==> src/rtl/usr_reg_pkg.sv <==
// Shared definitions for the user-register sequencer: FSM state encoding,
// request-word width and a helper for the latency counter width.
package usr_reg_pkg;

    // Sequencer FSM states (2-bit encoding)
    typedef enum logic [1:0] {
        ST_IDLE  = 2'd0,
        ST_ISSUE = 2'd1,
        ST_WAIT  = 2'd2,
        ST_RESP  = 2'd3
    } seq_state_t;

    // Latency counter is wide enough for RD_LATENCY-1 with RD_LATENCY up to 7
    localparam int LAT_CNT_W = 3;

    // A queued request is packed as {we, addr, wdata}
    function automatic int req_width(input int addr_w, input int data_w);
        return 1 + addr_w + data_w;
    endfunction

endpackage

==> src/rtl/usr_req_fifo.sv <==
// Small synchronous request FIFO. Head entry is presented combinationally on
// dout; push while full and pop while empty are ignored.
module usr_req_fifo #(
    parameter int WIDTH = 33,
    parameter int DEPTH = 4
) (
    input  logic             sys_clk,
    input  logic             rstn,
    input  logic             push,
    input  logic             pop,
    input  logic [WIDTH-1:0] din,
    output logic [WIDTH-1:0] dout,
    output logic             full,
    output logic             empty
);

    localparam int PW = $clog2(DEPTH);
    localparam int CW = PW + 1;
    localparam logic [PW-1:0] PTR_ONE = PW'(1);
    localparam logic [CW-1:0] CNT_ONE = CW'(1);
    localparam logic [CW-1:0] CNT_MAX = CW'(DEPTH);

    logic [WIDTH-1:0] mem_r [DEPTH];
    logic [PW-1:0]    wr_ptr_r;
    logic [PW-1:0]    rd_ptr_r;
    logic [CW-1:0]    count_r;
    logic             push_ok_s;
    logic             pop_ok_s;

    assign full      = (count_r == CNT_MAX);
    assign empty     = (count_r == {CW{1'b0}});
    assign push_ok_s = push & ~full;
    assign pop_ok_s  = pop & ~empty;
    assign dout      = mem_r[rd_ptr_r];

    // Storage, pointers (wrap naturally, DEPTH is a power of two) and occupancy
    always_ff @(posedge sys_clk or negedge rstn) begin
        if (!rstn) begin
            for (int i = 0; i < DEPTH; i++) begin
                mem_r[i] <= {WIDTH{1'b0}};
            end
            wr_ptr_r <= {PW{1'b0}};
            rd_ptr_r <= {PW{1'b0}};
            count_r  <= {CW{1'b0}};
        end else begin
            if (push_ok_s) begin
                mem_r[wr_ptr_r] <= din;
                wr_ptr_r        <= wr_ptr_r + PTR_ONE;
            end
            if (pop_ok_s) begin
                rd_ptr_r <= rd_ptr_r + PTR_ONE;
            end
            case ({push_ok_s, pop_ok_s})
                2'b10:   count_r <= count_r + CNT_ONE;
                2'b01:   count_r <= count_r - CNT_ONE;
                default: count_r <= count_r;
            endcase
        end
    end

endmodule

==> src/rtl/usr_reg_seq.sv <==
// Upstream sequencer for the controller user-register port. Requests are
// queued, issued one at a time as single-cycle strobes, and read data is
// captured after a fixed latency and returned on a one-cycle response pulse.
module usr_reg_seq
    import usr_reg_pkg::*;
#(
    parameter int ADDR_WIDTH = 16,
    parameter int DATA_WIDTH = 16,
    parameter int FIFO_DEPTH = 4,
    parameter int RD_LATENCY = 1
) (
    input  logic                  sys_clk,
    input  logic                  rstn,
    input  logic                  req_valid,
    output logic                  req_ready,
    input  logic                  req_we,
    input  logic [ADDR_WIDTH-1:0] req_addr,
    input  logic [DATA_WIDTH-1:0] req_wdata,
    output logic                  rsp_valid,
    output logic [ADDR_WIDTH-1:0] rsp_addr,
    output logic [DATA_WIDTH-1:0] rsp_rdata,
    output logic                  busy,
    output logic                  usr_ce,
    output logic                  usr_we,
    output logic [ADDR_WIDTH-1:0] usr_addr,
    output logic [DATA_WIDTH-1:0] usr_wdata,
    input  logic [DATA_WIDTH-1:0] usr_rdata
);

    localparam int RW = req_width(ADDR_WIDTH, DATA_WIDTH);
    localparam logic [LAT_CNT_W-1:0] LAT_INIT = LAT_CNT_W'(RD_LATENCY - 1);
    localparam logic [LAT_CNT_W-1:0] LAT_ONE  = LAT_CNT_W'(1);

    seq_state_t            state_r;
    logic [LAT_CNT_W-1:0]  lat_cnt_r;
    logic                  usr_ce_r;
    logic                  usr_we_r;
    logic [ADDR_WIDTH-1:0] usr_addr_r;
    logic [DATA_WIDTH-1:0] usr_wdata_r;
    logic                  rsp_valid_r;
    logic [ADDR_WIDTH-1:0] rsp_addr_r;
    logic [DATA_WIDTH-1:0] rsp_rdata_r;

    logic                  push_s;
    logic                  pop_s;
    logic                  full_s;
    logic                  empty_s;
    logic [RW-1:0]         din_s;
    logic [RW-1:0]         dout_s;
    logic                  head_we_s;
    logic [ADDR_WIDTH-1:0] head_addr_s;
    logic [DATA_WIDTH-1:0] head_wdata_s;

    assign req_ready    = ~full_s;
    assign push_s       = req_valid & ~full_s;
    assign pop_s        = (state_r == ST_IDLE) & ~empty_s;
    assign din_s        = {req_we, req_addr, req_wdata};
    assign head_we_s    = dout_s[RW-1];
    assign head_addr_s  = dout_s[RW-2 -: ADDR_WIDTH];
    assign head_wdata_s = dout_s[DATA_WIDTH-1:0];
    assign busy         = ~empty_s | (state_r != ST_IDLE);

    assign usr_ce    = usr_ce_r;
    assign usr_we    = usr_we_r;
    assign usr_addr  = usr_addr_r;
    assign usr_wdata = usr_wdata_r;
    assign rsp_valid = rsp_valid_r;
    assign rsp_addr  = rsp_addr_r;
    assign rsp_rdata = rsp_rdata_r;

    usr_req_fifo #(
        .WIDTH (RW),
        .DEPTH (FIFO_DEPTH)
    ) u_fifo (
        .sys_clk (sys_clk),
        .rstn    (rstn),
        .push    (push_s),
        .pop     (pop_s),
        .din     (din_s),
        .dout    (dout_s),
        .full    (full_s),
        .empty   (empty_s)
    );

    // Sequencer FSM; strobe and response registers are loaded on the transition
    // into the state that presents them, so each lasts exactly one cycle
    always_ff @(posedge sys_clk or negedge rstn) begin
        if (!rstn) begin
            state_r     <= ST_IDLE;
            lat_cnt_r   <= {LAT_CNT_W{1'b0}};
            usr_ce_r    <= 1'b0;
            usr_we_r    <= 1'b0;
            usr_addr_r  <= {ADDR_WIDTH{1'b0}};
            usr_wdata_r <= {DATA_WIDTH{1'b0}};
            rsp_valid_r <= 1'b0;
            rsp_addr_r  <= {ADDR_WIDTH{1'b0}};
            rsp_rdata_r <= {DATA_WIDTH{1'b0}};
        end else begin
            case (state_r)
                ST_IDLE: begin
                    rsp_valid_r <= 1'b0;
                    if (!empty_s) begin
                        usr_ce_r    <= 1'b1;
                        usr_we_r    <= head_we_s;
                        usr_addr_r  <= head_addr_s;
                        usr_wdata_r <= head_we_s ? head_wdata_s : {DATA_WIDTH{1'b0}};
                        state_r     <= ST_ISSUE;
                    end else begin
                        state_r     <= ST_IDLE;
                    end
                end
                ST_ISSUE: begin
                    usr_ce_r    <= 1'b0;
                    usr_we_r    <= 1'b0;
                    usr_wdata_r <= {DATA_WIDTH{1'b0}};
                    if (usr_we_r) begin
                        state_r   <= ST_IDLE;
                    end else begin
                        lat_cnt_r <= LAT_INIT;
                        state_r   <= ST_WAIT;
                    end
                end
                ST_WAIT: begin
                    if (lat_cnt_r == {LAT_CNT_W{1'b0}}) begin
                        rsp_rdata_r <= usr_rdata;
                        rsp_addr_r  <= usr_addr_r;
                        rsp_valid_r <= 1'b1;
                        state_r     <= ST_RESP;
                    end else begin
                        lat_cnt_r   <= lat_cnt_r - LAT_ONE;
                    end
                end
                ST_RESP: begin
                    rsp_valid_r <= 1'b0;
                    state_r     <= ST_IDLE;
                end
                default: begin
                    usr_ce_r    <= 1'b0;
                    usr_we_r    <= 1'b0;
                    usr_wdata_r <= {DATA_WIDTH{1'b0}};
                    rsp_valid_r <= 1'b0;
                    state_r     <= ST_IDLE;
                end
            endcase
        end
    end

endmodule
==> config.mk <==
export PLATFORM = sky130hd
export DESIGN_NAME = usr_reg_seq
export DESIGN_NICKNAME = d
export VERILOG_FILES = /design/src/rtl/usr_reg_pkg.sv /design/src/rtl/usr_req_fifo.sv /design/src/rtl/usr_reg_seq.sv
export SDC_FILE = /design/constraint.sdc
export NUM_CORES = 1
export LEC_CHECK = 0
export ABC_AREA = 1
export BUFFER_PORTS_ARGS = -buffer_cell sky130_fd_sc_hd__buf_2
export CAP_MARGIN = 10
export CORE_ASPECT_RATIO = 0.75
export CORE_UTILIZATION = 52
export CTS_CLUSTER_SIZE = 14
export DETAILED_ROUTE_END_ITERATION = 10
export GPL_TIMING_DRIVEN = 0
export PLACE_DENSITY = 0.76
export SLEW_MARGIN = 20
export SYNTH_ARGS = -nofsm -noshare
export SYNTH_HDL_FRONTEND = slang
export SYNTH_SLANG_ARGS = --single-unit
==> constraint.sdc <==
create_clock -name sys_clk -period 2.27 [get_ports sys_clk]
set_clock_uncertainty 0.2 [all_clocks]
set_input_delay 0.1135 -clock sys_clk [delete_from_list [all_inputs] [get_ports sys_clk]]
set_output_delay 0.1135 -clock sys_clk [all_outputs]
set_load 0.05 [all_outputs]
Yosys cells after proc, flatten, opt, wreduce, memory -nomap -nowiden
Cells that the tools add are included.
{"block": "totals", "register_bits": 211, "inputBits": 52, "output_inout_bits": 69, "word_cells": 81}
{"block": "op_classes", "addsub": 5, "magnitude_cmp": 3, "n_eq_ne": 10, "mux": 23, "bitwise_logic": 9, "reduce_logical": 15}
{"cell": "$bwmux W132", "n": 1}
{"cell": "$mux W33", "n": 3}
{"cell": "$bmux W33 S2", "n": 1}
{"cell": "$demux W33 S2", "n": 1}
{"cell": "$mux W16", "n": 2}
{"cell": "$pmux W16 S2", "n": 1}
{"cell": "$pmux W3 S2", "n": 2}
{"cell": "$reduce_bool A2 Y1", "n": 5}
{"cell": "$ne A2 B2 Y1 const B", "n": 4}
{"cell": "$pmux W2 S4", "n": 1}
{"cell": "$reduce_and A2 Y1", "n": 4}
{"cell": "$eq A2 B2 Y1 const B", "n": 3}
{"cell": "$ge A3 B3 Y1 const B", "n": 2}
{"cell": "$logic_not A3 Y1", "n": 2}
{"cell": "$mux W3", "n": 2}
{"cell": "$not A2 Y3", "n": 2}
{"cell": "$pmux W1 S2", "n": 3}
{"cell": "$sub A3 B1 Y3 const B", "n": 2}
{"cell": "$add A2 B1 Y2 const B", "n": 2}
{"cell": "$and A1 B1 Y1", "n": 4}
{"cell": "$eq A2 B1 Y1 const B", "n": 2}
{"cell": "$mux W1", "n": 4}
{"cell": "$mux W2", "n": 2}
{"cell": "$add A3 B1 Y3 const B", "n": 1}
{"cell": "8 further kinds", "n": 9}

Depth between registers and ports, before layout
{"block": "logic_depth", "depth_word": 7, "depth_mapped": 13, "depth_no_buf": 11}

Hierarchy
From an unflattened synthesis, not the netlist that was laid out.
{"block": "hier_totals", "hier_cells": 1235, "area_unflattened_um2": 9929.5}
{"module": "usr_req_fifo", "n_inst": 1, "cells_per_inst": 865, "area_each_um2": 6847.8, "seq_area_each_um2": 3478.3}
{"module": "usr_reg_seq", "n_inst": 1, "cells_per_inst": 370, "area_each_um2": 3081.7, "seq_area_each_um2": 1801.7}

Worst setup path after synthesis
No wires, ideal clock.
{"block": "synth_path", "path_kind": "register to register", "from": "reg u_fifo.count_r[0]", "to": "reg u_fifo.count_r[2]", "setup_ps": 79, "t_arrival_ps": 2146, "required_time_ps": 1991, "setup_slack_ps": -155, "path_stages_with_launch": 13, "n_path_buf": 2, "synth_period_minus_slack_ps": 2425, "cell_sequence": "dfrtp_1 > inv_2 > nand3_2 > nand2_2 > buf_6 > buf_4 > ha_1 > inv_1 > fa_1 > nor2_1 > nor2_1 > nand2_1 > xor2_1"}
{"block": "synth_via", "elab_chain_len": 6, "word_cells_on_any_way": 14, "cone_classes": "add/sub (2); eq/ne (3); mux (1); bitwise (6); reduce/logical (2)"}
{"element": "start, declared", "line": "usr_req_fifo.sv:26", "rtl": "logic [CW-1:0] count_r;"}
{"element": "start signal, assigned", "line": "usr_req_fifo.sv:44", "rtl": "count_r <= {CW{1'b0}};"}
{"element": "start signal, assigned", "line": "usr_req_fifo.sv:54", "rtl": "2'b10: count_r <= count_r + CNT_ONE;"}
{"element": "start signal, assigned", "line": "usr_req_fifo.sv:55", "rtl": "2'b01: count_r <= count_r - CNT_ONE;"}
{"element": "$eq A3 B3 Y1 *", "line": "usr_req_fifo.sv:30", "rtl": "assign full = (count_r == CNT_MAX);"}
{"element": "$not A1 Y1 *"}
{"element": "net req_ready", "line": "usr_reg_seq.sv:15", "rtl": "output logic req_ready,"}
{"element": "$and A1 B1 Y1", "line": "usr_reg_seq.sv:55", "rtl": "assign push_s = req_valid & ~full_s;"}
{"element": "$and A1 B1 Y1 *", "line": "usr_req_fifo.sv:32", "rtl": "assign push_ok_s = push & ~full;"}
{"element": "$eq A2 B1 Y1 or $eq A2 B2 Y1 (tied branches)", "line": "usr_req_fifo.sv:53", "rtl": "case ({push_ok_s, pop_ok_s})"}
{"element": "$pmux W3 S2 or $reduce_bool A2 Y1 (tied branches)"}
Mark *: on every way through the listed nets, which the timed path passes. The rest lies on a longest branch.
A chain may end at the register's enable or synchronous reset.

Worst setup path after layout
{"block": "layout_path", "from": "reg u_fifo.count_r[2]", "to": "reg u_fifo.count_r[2]"}
{"block": "layout_via", "elab_chain_len": 6, "word_cells_on_any_way": 14, "cone_classes": "add/sub (2); eq/ne (3); mux (1); bitwise (6); reduce/logical (2)"}
{"element": "$eq A3 B3 Y1 or $logic_not A3 Y1 (tied branches)", "line": "usr_req_fifo.sv:30, usr_req_fifo.sv:31"}
{"element": "$not A1 Y1, on equally long branches"}
{"element": "$and A1 B1 Y1, on equally long branches", "line": "usr_reg_seq.sv:55, usr_reg_seq.sv:56"}
{"element": "$and A1 B1 Y1, on equally long branches", "line": "usr_req_fifo.sv:32, usr_req_fifo.sv:33"}
{"element": "$eq A2 B1 Y1 or $eq A2 B2 Y1 (tied branches)", "line": "usr_req_fifo.sv:53"}
{"element": "$pmux W3 S2 or $reduce_bool A2 Y1 (tied branches)"}
Several ways; a longest one is shown, not always the timed one.

==> metrics list <==
- Of the total synthesized cell area, the portion taken by full adders, half adders and majority gates is 0.0166.
* Count of synthesis-stage warnings from yosys: 0
* Final-layout fill cell count: 1398
- Die height: 119 um
- Pins over their slew limit: 0
- Clock period minus final worst setup slack: 2.14 ns
- Share of async-settable or async-resettable flops after synthesis: 1.00
* Global-route met3 utilization: 0.0564
* Post-synthesis sequential area ratio: 0.557
- After detailed routing, the average wire length per cell comes to 16.5 um.
- The finished cells cover 11800 sq um.
- Multiplexer area fraction after synthesis: 0.0380
- Register share of total power: 0.325
* Clock input transition at the sequential cells of the worst setup and hold paths: 0.06 ns
- Worst endpoint required time: 2.46 ns
- The worst setup path is of the flip-flop to flip-flop kind.
- Internal Pwr Total: 10.4 mW
- Counting flops with a built-in enable in the synthesized netlist gives 0.
- In this run the cell area measured after placement is 10500 sq um.
* Global-route met1 utilization: 0.407
- Main area contributors after synthesis: sky130_fd_sc_hd__dfrtp_1 (56%), sky130_fd_sc_hd__nand2_1 (16%), sky130_fd_sc_hd__o21ai_0 (6.1%)
- The routed layout has 8141 vias.
- Antenna violations before repair: 1
- Worst endpoint data arrival time: 2.32 ns
- For met2 alone, demand over resource in global routing was 0.422.
* Run status: finished, final reports clean
* Sort of element at the end of the critical path: flip-flop
- In this run the worst path has a maximum fanout of 18.
- Counting every instance in the synthesized netlist gives 1086.
- The global routing stage identified its most utilized layer as met2.
* Actual slew at the worst max-slew pin: 0.659 ns
- Number of nets at the end of the flow: 1354
* Synthesis-to-finish area growth: 24.5%
- Dividing the synthesized area by the synthesized cell count gives 8.72 sq um.
- # Max-Cap Violations: 0
- The share of total power dissipated in combinational logic is 0.491.
- During placement, the flow inserted port buffers numbering 120.
* Initial Util: 0.535
- The largest total area in the synthesized netlist belongs to sky130_fd_sc_hd__dfrtp_1.
- Routed WL: 25600 um
- Min-Delay Path Class: primary input to flip-flop
- Of the cells placed in the final design, the portion with a size suffix greater than 1 is 0.200.
- Remaining number of nets flagged by the antenna check after routing: 0
- Core box area: 17700 sq um
- Setup violations remaining at the end of the flow were counted as 0.
- In this run the count of I/O pins placed on the die edge is 121.
- Worst setup SP type: flip-flop
* Portion of total power attributed to the clock network: 0.184
- TritonCTS built the clock tree.
- The final count of hold timing violations was 0.
* Number of remaining DRC errors: 0
- The number of nets in the synthesized netlist is 1150.
- After floorplanning, the core was divided into 42 placement rows.
- In the global route stage, overall resource usage came out at 0.278.
- Post-synthesis compound-gate area fraction: 0.104
* Detailed placement HPWL: 16400 um
- VDD sags by at most 0.00111 V.
- First-pass GRT wire length: 40400 um
- For the worst-skew pair, the clock arrives at the later sink with an insertion delay of 0.50 ns.
- Maximum number of pins on one net before global-route repair: 93
- After synthesis the netlist holds a flip-flop and latch count of 211.
* Worst-case clock buffer depth: 3
- In this run the number of H-tree levels came out at 1.
- Power density over the cells: 1620 nW/um^2
- Root Buffer: sky130_fd_sc_hd__clkbuf_16
- For this design, the sink count on the clock tree is 211.
- Measured in cells, the most critical reg-to-reg path has a length of 12.
* Initial DRC Count: 735
- Of the post-synthesis cell area, the dominant cell type holds 0.557.
- TritonCTS buffer count: 22
* Hold Worst Slack: 0.181 ns
* Xor and xnor area share after synthesis: 0.00277
- Vias in the first global route: 7772
- Counting instances, the worst hold path has a depth of 3.
- Share of the cycle needed by the critical path after routing: 0.942
- GRT Residual Overflow: 0
- Total Die Area: 18800 sq um
- Count leader, synth: sky130_fd_sc_hd__nand2_1
* Pre-Repair DR Iteration Count: 5
- Max-slew headroom: 0.556
- Most used flip-flop cell after synthesis: sky130_fd_sc_hd__dfrtp_1
* Switching Share: 0.456
* Simple logic cell fraction of the synthesized area: 0.194
- Summing every instance area after synthesis gives 9470 sq um.
- The die is 158 um wide.
- Number of distinct library cells after synthesis: 30
* Leading cell types by count after synthesis: sky130_fd_sc_hd__nand2_1 (396), sky130_fd_sc_hd__dfrtp_1 (211), sky130_fd_sc_hd__inv_1 (120), sky130_fd_sc_hd__o21ai_0 (116), sky130_fd_sc_hd__nand3_1 (51)
- Via-to-Cell Ratio: 5.26
* Switch Pwr: 8.73 mW
* Placer congestion estimate: 0.814
- Leak pwr: 6.08 nW
* Maximum clock frequency: 0.468 GHz
- After synthesis, the largest family of logic cells by area is simple AND/OR/NAND/NOR gates.
-- logic make-up (layout without fill, tap and decap cells) --
family	after synthesis	after routing
DFF	211	211
other	0	1
AOI/OAI and AO/OA	180	180
buffers and inverters	186	406
adders and majority gates	12	12
muxes	32	32
xor gates and xnor gates	3	3
and+or+nand+nor	462	462
-- repair_timing --
| action | 4_1_cts | 5_1_grt |
|---|---|---|
| pin swaps | 0 | 2 |
| hold endpoints to repair | 269 | 0 |
| gates cloned | 0 | 1 |
| resized for setup | 5 | 2 |
| hold buffers | 52 | 0 |
| setup endpoints to repair | 2 | 16 |
| setup buffers | 2 | 5 |
-- metrics by stage --
stage | power, mW | TNS [ns] | utilization | setup slack [ns] | cells
6_report | 19.1 | 0 | 0.666 | 0.133 | 1549
5_1_grt | 20.4 | -0.0496 | 0.666 | -0.0367 | 1549
4_1_cts | 18.9 | 0 | 0.662 | 0.0272 | 1542
3_5_place_dp | 15.2 | -0.300 | 0.591 | -0.217 | 1450
3_3_place_gp | 14.9 | -554.99 | 0.587 | -2.65 | 1448
2_1_floorplan | 12.7 | 0 | - | 0.00979 | 1086
-- sequential cells by signal (all words and copies together), names as in the netlist, 2 cells and up, named ones only --
signal           cells
rsp_addr            16
u_fifo.count_r       3
rsp_rdata           16
u_fifo.mem_r       132
usr_addr            16
lat_cnt_r            3
u_fifo.wr_ptr_r      2
u_fifo.rd_ptr_r      2
usr_wdata           16
-- placed cells by master, fill, tap and decap left out, drive strengths merged, types with 4 or more instances in the layout --
cell type / netlist / layout
mux2: 32 / 32
clkbuf: 13 / 47
nor2: 11 / 11
clkinv: 1 / 6
nand2: 398 / 398
inv: 125 / 126
ha: 11 / 11
o211ai: 32 / 32
a21oi: 4 / 4
dlygate4sd3: 0 / 52
buf: 47 / 174
dfrtp: 211 / 211
o21ai: 143 / 143
nand3: 52 / 52
-- power groups by stage --
stage               combinational (mW)  clock [mW]  sequential, mW
detailed placement                8.98           0            6.25
global placement                  8.76           0            6.18
finish                            9.39        3.53            6.22
floorplan                         4.92           0            7.81
CTS                               9.17        3.56            6.20
global route                      10.3        3.74            6.40
-- final cells by class --
cell class / instances / area [sq um] / share of cell area
diodes: 1 / 2.50 / 0.000212
plain buffers: 58 / 345 / 0.0293
clock buffers: 33 / 673 / 0.0571
clock inverters: 7 / 43.8 / 0.00371
inverters: 126 / 485 / 0.0412
multi-input cells: 689 / 3390 / 0.288
flip-flops and latches: 211 / 5280 / 0.448
well taps: 242 / 303 / 0.0257
repair buffers: 182 / 1260 / 0.107
-- routing by layer --
layer | share of wire | wire length [um]
met5 | 0 | 0
met4 | 0.022 | 552
met3 | 0.079 | 2020
met2 | 0.44 | 11300
met1 | 0.46 | 11700
-- critical path, stage by stage, from the launching register on --
cell	delay, ns
sky130_fd_sc_hd__dfrtp_1	0.40
sky130_fd_sc_hd__inv_1	0.11
sky130_fd_sc_hd__nand3_1	0.13
sky130_fd_sc_hd__nand2_2	0.12
sky130_fd_sc_hd__buf_8	0.17
sky130_fd_sc_hd__inv_12	0.07
sky130_fd_sc_hd__ha_1	0.19
sky130_fd_sc_hd__inv_1	0.10
sky130_fd_sc_hd__fa_2	0.21
sky130_fd_sc_hd__nor2_1	0.04
sky130_fd_sc_hd__nor2_1	0.08
sky130_fd_sc_hd__nand2_1	0.06
sky130_fd_sc_hd__xor2_1	0.13
-- path summary, 6_finish.rpt --
path,from,to,slack (ns)
worst max-delay path,u_fifo.count_r[2],u_fifo.count_r[2],0.13
worst min-delay path,usr_rdata[8],rsp_rdata[8],0.18
min in group asynchronous,rstn,usr_wdata[10],0.48
max in group asynchronous,rstn,u_fifo.mem_r[114],0.37
worst max register to register,u_fifo.count_r[2],u_fifo.count_r[2],0.13
worst min register to register,usr_ce,usr_ce,0.27
Power figures use the tool's default switching activity.
